[config.mk]
export PLATFORM = sky130hd
export DESIGN_NAME = mem_req_initiator
export DESIGN_NICKNAME = d
export VERILOG_FILES = /design/src/rtl/npc_mem_pkg.sv /design/src/rtl/lat_lfsr.sv /design/src/rtl/mem_req_initiator.sv
export SDC_FILE = /design/constraint.sdc
export NUM_CORES = 1
export LEC_CHECK = 0
export ABC_CLOCK_PERIOD_IN_PS = 3000
export BUFFER_PORTS_ARGS = -buffer_cell sky130_fd_sc_hd__buf_4
export CORE_MARGIN = 4
export CORE_UTILIZATION = 51
export CTS_CLUSTER_DIAMETER = 100
export DETAILED_ROUTE_END_ITERATION = 10
export GPL_TIMING_DRIVEN = 0
export PLACE_DENSITY_LB_ADDON = 0.05
export SYNTH_ARGS = -nofsm -noshare
export SYNTH_HDL_FRONTEND = slang
export SYNTH_SLANG_ARGS = --single-unit
[constraint.sdc]
create_clock -name clk -period 3 [get_ports clk]
set_input_delay 0 -clock clk [delete_from_list [all_inputs] [get_ports clk]]
set_output_delay 0 -clock clk [all_outputs]
set_load 0.005 [all_outputs]
[src/rtl/npc_mem_pkg.sv]
// Shared definitions for the latency-modelled memory handshake masters.
// Holds the FSM encoding, the LFSR polynomial and the latency field width.
// No logic or latency of its own; it has no backpressure behaviour.
package npc_mem_pkg;

    typedef enum logic [1:0] {
        ST_IDLE = 2'd0,
        ST_REQ  = 2'd1,
        ST_RESP = 2'd2
    } state_t;

    // x^8 + x^6 + x^5 + x^4 + 1 in right-shifting Galois form
    localparam logic [7:0] LFSR_TAPS       = 8'hB8;
    localparam int         DEFAULT_TIMEOUT = 64;
    localparam int         LAT_W           = 5;
    localparam int         TCNT_W          = 10;

    function automatic logic [7:0] lfsr_step(input logic [7:0] s);
        return {1'b0, s[7:1]} ^ (s[0] ? LFSR_TAPS : 8'h00);
    endfunction

endpackage

[src/rtl/lat_lfsr.sv]
// 8-bit Galois LFSR used to pick random responder latencies.
// The state advances one step on the clock edge where step=1.
// Nothing to backpressure: it only advances when the owner asks it to.
module lat_lfsr
    import npc_mem_pkg::*;
#(
    parameter logic [7:0] SEED = 8'hA5
) (
    input  logic       clk,
    input  logic       rst_n,
    input  logic       step,
    output logic [7:0] state
);

    always_ff @(posedge clk or negedge rst_n) begin
        if (!rst_n) begin
            state <= SEED;
        end else if (step) begin
            state <= lfsr_step(state);
        end
    end

endmodule

[src/rtl/mem_req_initiator.sv]
// Initiator for the latency-modelled memory handshake, one request in flight at a time.
// rsp_valid rises at least 2 cycles after accept; a REQ with no done aborts after TIMEOUT cycles.
// req_ready is low from accept until the cycle after the response handshake; rsp_* hold until rsp_ready.
module mem_req_initiator
    import npc_mem_pkg::*;
#(
    parameter int         ADDR_W    = 32,
    parameter int         DATA_W    = 32,
    parameter int         TIMEOUT   = DEFAULT_TIMEOUT,
    parameter logic [7:0] LFSR_SEED = 8'hA5
) (
    input  logic                  clk,
    input  logic                  rst_n,

    input  logic                  req_valid,
    output logic                  req_ready,
    input  logic [ADDR_W-1:0]     req_addr,
    input  logic                  req_wen,
    input  logic [DATA_W-1:0]     req_wdata,
    input  logic [DATA_W/8-1:0]   req_wmask,
    input  logic                  rand_en,
    input  logic [LAT_W-1:0]      fixed_lat,

    output logic                  mem_req,
    output logic [LAT_W-1:0]      mem_times,
    output logic [ADDR_W-1:0]     mem_addr,
    output logic                  mem_wen,
    output logic [DATA_W-1:0]     mem_wdata,
    output logic [DATA_W/8-1:0]   mem_wmask,
    input  logic                  mem_done,
    input  logic [DATA_W-1:0]     mem_rdata,

    output logic                  rsp_valid,
    input  logic                  rsp_ready,
    output logic [DATA_W-1:0]     rsp_rdata,
    output logic                  rsp_err,
    output logic                  spurious
);

    state_t            state;
    logic [TCNT_W-1:0] tcnt;
    logic [7:0]        lfsr_q;
    logic              accept;
    logic              timeout_hit;

    // Only the low bits pick a latency; the rest keep the sequence long.
    wire unused_lfsr_hi = ^lfsr_q[7:LAT_W];

    assign accept      = (state == ST_IDLE) && req_valid;
    assign timeout_hit = (tcnt == TCNT_W'(TIMEOUT - 1));

    lat_lfsr #(
        .SEED (LFSR_SEED)
    ) u_lat_lfsr (
        .clk   (clk),
        .rst_n (rst_n),
        .step  (accept),
        .state (lfsr_q)
    );

    always_ff @(posedge clk or negedge rst_n) begin
        if (!rst_n) begin
            state     <= ST_IDLE;
            tcnt      <= '0;
            req_ready <= 1'b1;
            mem_req   <= 1'b0;
            mem_times <= '0;
            mem_addr  <= '0;
            mem_wen   <= 1'b0;
            mem_wdata <= '0;
            mem_wmask <= '0;
            rsp_valid <= 1'b0;
            rsp_rdata <= '0;
            rsp_err   <= 1'b0;
            spurious  <= 1'b0;
        end else begin
            // Done outside REQ (including one arriving after a timeout) is never consumed.
            if (mem_done && (state != ST_REQ)) begin
                spurious <= 1'b1;
            end

            case (state)
                ST_IDLE: begin
                    if (req_valid) begin
                        mem_addr  <= req_addr;
                        mem_wen   <= req_wen;
                        mem_wdata <= req_wdata;
                        mem_wmask <= req_wmask;
                        mem_times <= rand_en ? lfsr_q[LAT_W-1:0] : fixed_lat;
                        mem_req   <= 1'b1;
                        req_ready <= 1'b0;
                        tcnt      <= '0;
                        state     <= ST_REQ;
                    end
                end

                ST_REQ: begin
                    tcnt <= tcnt + 1'b1;
                    // Done is checked first so it wins a same-cycle timeout.
                    if (mem_done) begin
                        rsp_rdata <= mem_wen ? '0 : mem_rdata;
                        rsp_err   <= 1'b0;
                        rsp_valid <= 1'b1;
                        mem_req   <= 1'b0;
                        state     <= ST_RESP;
                    end else if (timeout_hit) begin
                        rsp_rdata <= '0;
                        rsp_err   <= 1'b1;
                        rsp_valid <= 1'b1;
                        mem_req   <= 1'b0;
                        state     <= ST_RESP;
                    end
                end

                ST_RESP: begin
                    if (rsp_ready) begin
                        rsp_valid <= 1'b0;
                        req_ready <= 1'b1;
                        state     <= ST_IDLE;
                    end
                end

                default: begin
                    state <= ST_IDLE;
                end
            endcase
        end
    end

endmodule

==> out/qor.txt <==
RePlAce Congestion -> 0.782
clk root buf -> clkbuf_8
DRT Pass-1 Iters -> 5
Buf/Inv on CP -> 2
Starting Density -> 52.5%
Antenna Nets Post-Route -> 0
clock skew -> 0.00902 ns
Max Clk Rate -> 0.543 GHz
CP max FO -> 10
routed wire length -> 18,800 um
Leak Pwr -> 4.47 nW
DR vias -> 5,438
synthesized area per cell -> 10.2 sq um
crit path kind -> flip-flop to flip-flop
H-Tree Depth -> 4
GRT Total Usage -> 33.7%
delay-heaviest family, CP -> simple AND/OR/NAND/NOR gates
vias per inst -> 5.40
vias in the first global route -> 5,919
CTS tree -> built
number of port buffers -> 221
CTS sink cnt -> 131
crit path DAT -> 2.30 ns
clock transition at the registers of the reported paths -> 0.06 ns
TritonCTS Buffers -> 17
crit-path cells -> nor3b_1 -> buf_2 -> buf_2 -> nand2_1 -> nand2_1
Post-Syn Area -> 5130 sq um
first-pass GRT wire length -> 30,000 um
Critical-path top delay cell -> nor3b_1
diodes inserted -> 0
synth cell count leaders -> nand2_1, dfrtp_1, a32o_1
Startpoint Class -> flip-flop
async set or reset register ratio after synthesis -> 100%
Power Dens Cells -> 927 nW/um^2
io pins -> 223
Worst Path Required -> 3.45 ns
HPWL after detailed placement -> 10,500 um
Synthesis Warnings -> 0
# DRC -> 0
RSZ-0062 raised after global routing -> false
crit end category -> flip-flop
FILL cells -> 415
status -> finished, final reports clean
Die Span Y -> 108 um
DIE AREA -> 11,700 sq um
Max-slew headroom -> 61.5%
Post-Syn Instances -> 504
TNS Setup -> 0 ns
Seq cells post-synth -> 131
syn_nets -> 617
post-synthesis sequential area ratio -> 64.1%
final count of pins violating max slew -> 0
Area growth syn-to-layout -> 69.8%
Yosys cell types -> 35
Hold Vio Cnt, Final -> 0
number of synthesized flops with an enable pin -> 0
fin util -> 89.1%
fin crit share -> 61.4%
top-area cell type share of the netlist area -> 61.5%
top cells by area, synth -> dfrtp_1, nand2_1, a32o_1
post-DR wirelength/cell -> 18.7 um
Die Width -> 108 um
pin count of the biggest net entering global routing -> 94
num rows -> 36
Clock Latency Late Sink -> 0.52 ns
total grt overflow -> 0
Largest stage delay, worst path -> 0.46 ns
share of layout cells above drive strength 1 -> 32.0%
crit path time final -> 1.84 ns
VDD IR-drop max -> 0.555 mV
Clock Tree Buf Depth -> 2
top_reg_cell synth -> dfrtp_1
Worst-Margin Slew -> 0.577 ns
core area -> 9770 sq um
Max-cap violations -> 0
Min-Delay Path Class -> input pin to asynchronous set/reset pin
top-count cell post-synth -> nand2_1
initial antenna violation count -> 0
initial DRC count -> 348
area leader, netlist -> dfrtp_1
final setup fails -> 0
Final #Nets -> 974
timing repair:
item / CTS / global route
setup buffers: 0 / 0
gates resized for setup: 0 / 0
endpoints found under the setup margin: 0 / 0
hold buffers: 116 / 0
hold endpoints to repair: 241 / 0
report_power, final:
group	internal (mW)	switching, mW
Combinational	1.54	1.50
Sequential	2.53	0.531
Clock	1.19	0.772
through the flow:
step	std cells	hold WS (ns)	worst slack, ns	power [mW]	instance area [sq um]
2_1_floorplan	504	-0.296	1.48	4.13	5130
3_3_place_gp	858	0.190	1.27	5.61	6950
3_5_place_dp	859	-0.0748	1.25	5.75	6980
4_1_cts	1007	0.0108	1.23	7.83	8710
5_1_grt	1007	0.0345	1.04	8.49	8710
6_report	1007	0.0163	1.16	8.07	8710
registers in the layout (all words and copies together) (netlist names):
| signal | flops |
|---|---|
| rsp_err | 1 |
| mem_wen | 1 |
| mem_wdata | 32 |
| tcnt | 10 |
| rsp_valid | 1 |
| mem_times | 5 |
| rsp_rdata | 32 |
| req_ready | 1 |
| mem_req | 1 |
| mem_addr | 32 |
| spurious | 1 |
| u_lat_lfsr.state | 8 |
| state | 2 |
| mem_wmask | 4 |
worst reg2reg max path, delay by kind of cell (launching register included):
kind	cells	cell delay, ns
buffers and inverters	2	0.65
DFF	1	0.45
and+or+nand+nor	3	0.68
area by class of cell:
class                      count  area (sq um)  area share [%]
buffer                        32           143            1.64
tap                          133           166            1.91
multi-input combinational    339          1690            19.4
inverter                       2          7.51          0.0862
clock buffer                  21           439            5.04
clock inverter                11           111            1.28
timing repair buffer         338          2860            32.9
sequential                   131          3280            37.7
logic make-up (layout without fill, tap and decap cells):
group | Yosys count | after routing | synth area share, %
adders and majority gates | 1 | 1 | 0.244
muxes | 9 | 9 | 1.76
buffers and inverters | 34 | 404 | 2.93
AOI/OAI and AO/OA | 57 | 57 | 9.22
DFF | 131 | 131 | 64.1
and+or+nand+nor | 269 | 269 | 21.3
xor gates and xnor gates | 3 | 3 | 0.513
placed cells by master (no fill, tap or decap), types with 2 or more instances in the layout:
cell type | Yosys | layout
dfstp_2 | 5 | 5
nand2b_1 | 2 | 2
buf_4 | 0 | 220
bufinv_16 | 0 | 2
nor4_1 | 3 | 3
nand3_1 | 3 | 3
clkinv_2 | 0 | 7
dfrtp_1 | 126 | 126
a32o_1 | 31 | 31
nor3b_1 | 2 | 2
and4_1 | 2 | 2
mux2i_1 | 9 | 9
nor2b_1 | 2 | 2
dlygate4sd3_1 | 0 | 115
nor3_1 | 2 | 2
clkbuf_8 | 0 | 2
o21ai_0 | 13 | 13
xnor2_1 | 3 | 3
nand4_1 | 2 | 2
clkbuf_1 | 13 | 16
buf_2 | 18 | 18
a21o_1 | 2 | 2
clkbuf_16 | 0 | 16
o22ai_1 | 2 | 2
nand2_1 | 246 | 246
inv_1 | 2 | 2
a31o_2 | 2 | 2
layer usage:
metal	global-route usage, %	vias to the layer above	routed length, um	part of all wire [%]
li1	-	2384	-	-
met1	38.2	2634	6760	36
met2	57.8	326	9600	51
met3	8.06	94	1410	7.5
met4	20.4	0	1080	5.7
met5	0	-	0	0
path summary, 6_finish.rpt:
| path | from | endpoint | slack [ns] | cells after the start |
|---|---|---|---|---|
| setup / recovery | state[0]$_DFFE_PN0P_ | mem_wdata[15]$_DFFE_PN0P_ | 1.16 | 5 |
| hold / removal | rst_n | mem_addr[27]$_DFFE_PN0P_ | 0.02 | 3 |
| setup reg to reg | state[0]$_DFFE_PN0P_ | mem_wdata[15]$_DFFE_PN0P_ | 1.16 | 5 |
| hold reg to reg | spurious$_DFFE_PN0P_ | spurious$_DFFE_PN0P_ | 0.47 | 1 |
| max in group asynchronous | rst_n | req_ready$_DFFE_PN1P_ | 2.53 | 3 |
| min in group clk | req_addr[28] | mem_addr[28]$_DFFE_PN0P_ | 0.22 | 4 |
(Power assumes the default switching activity.)
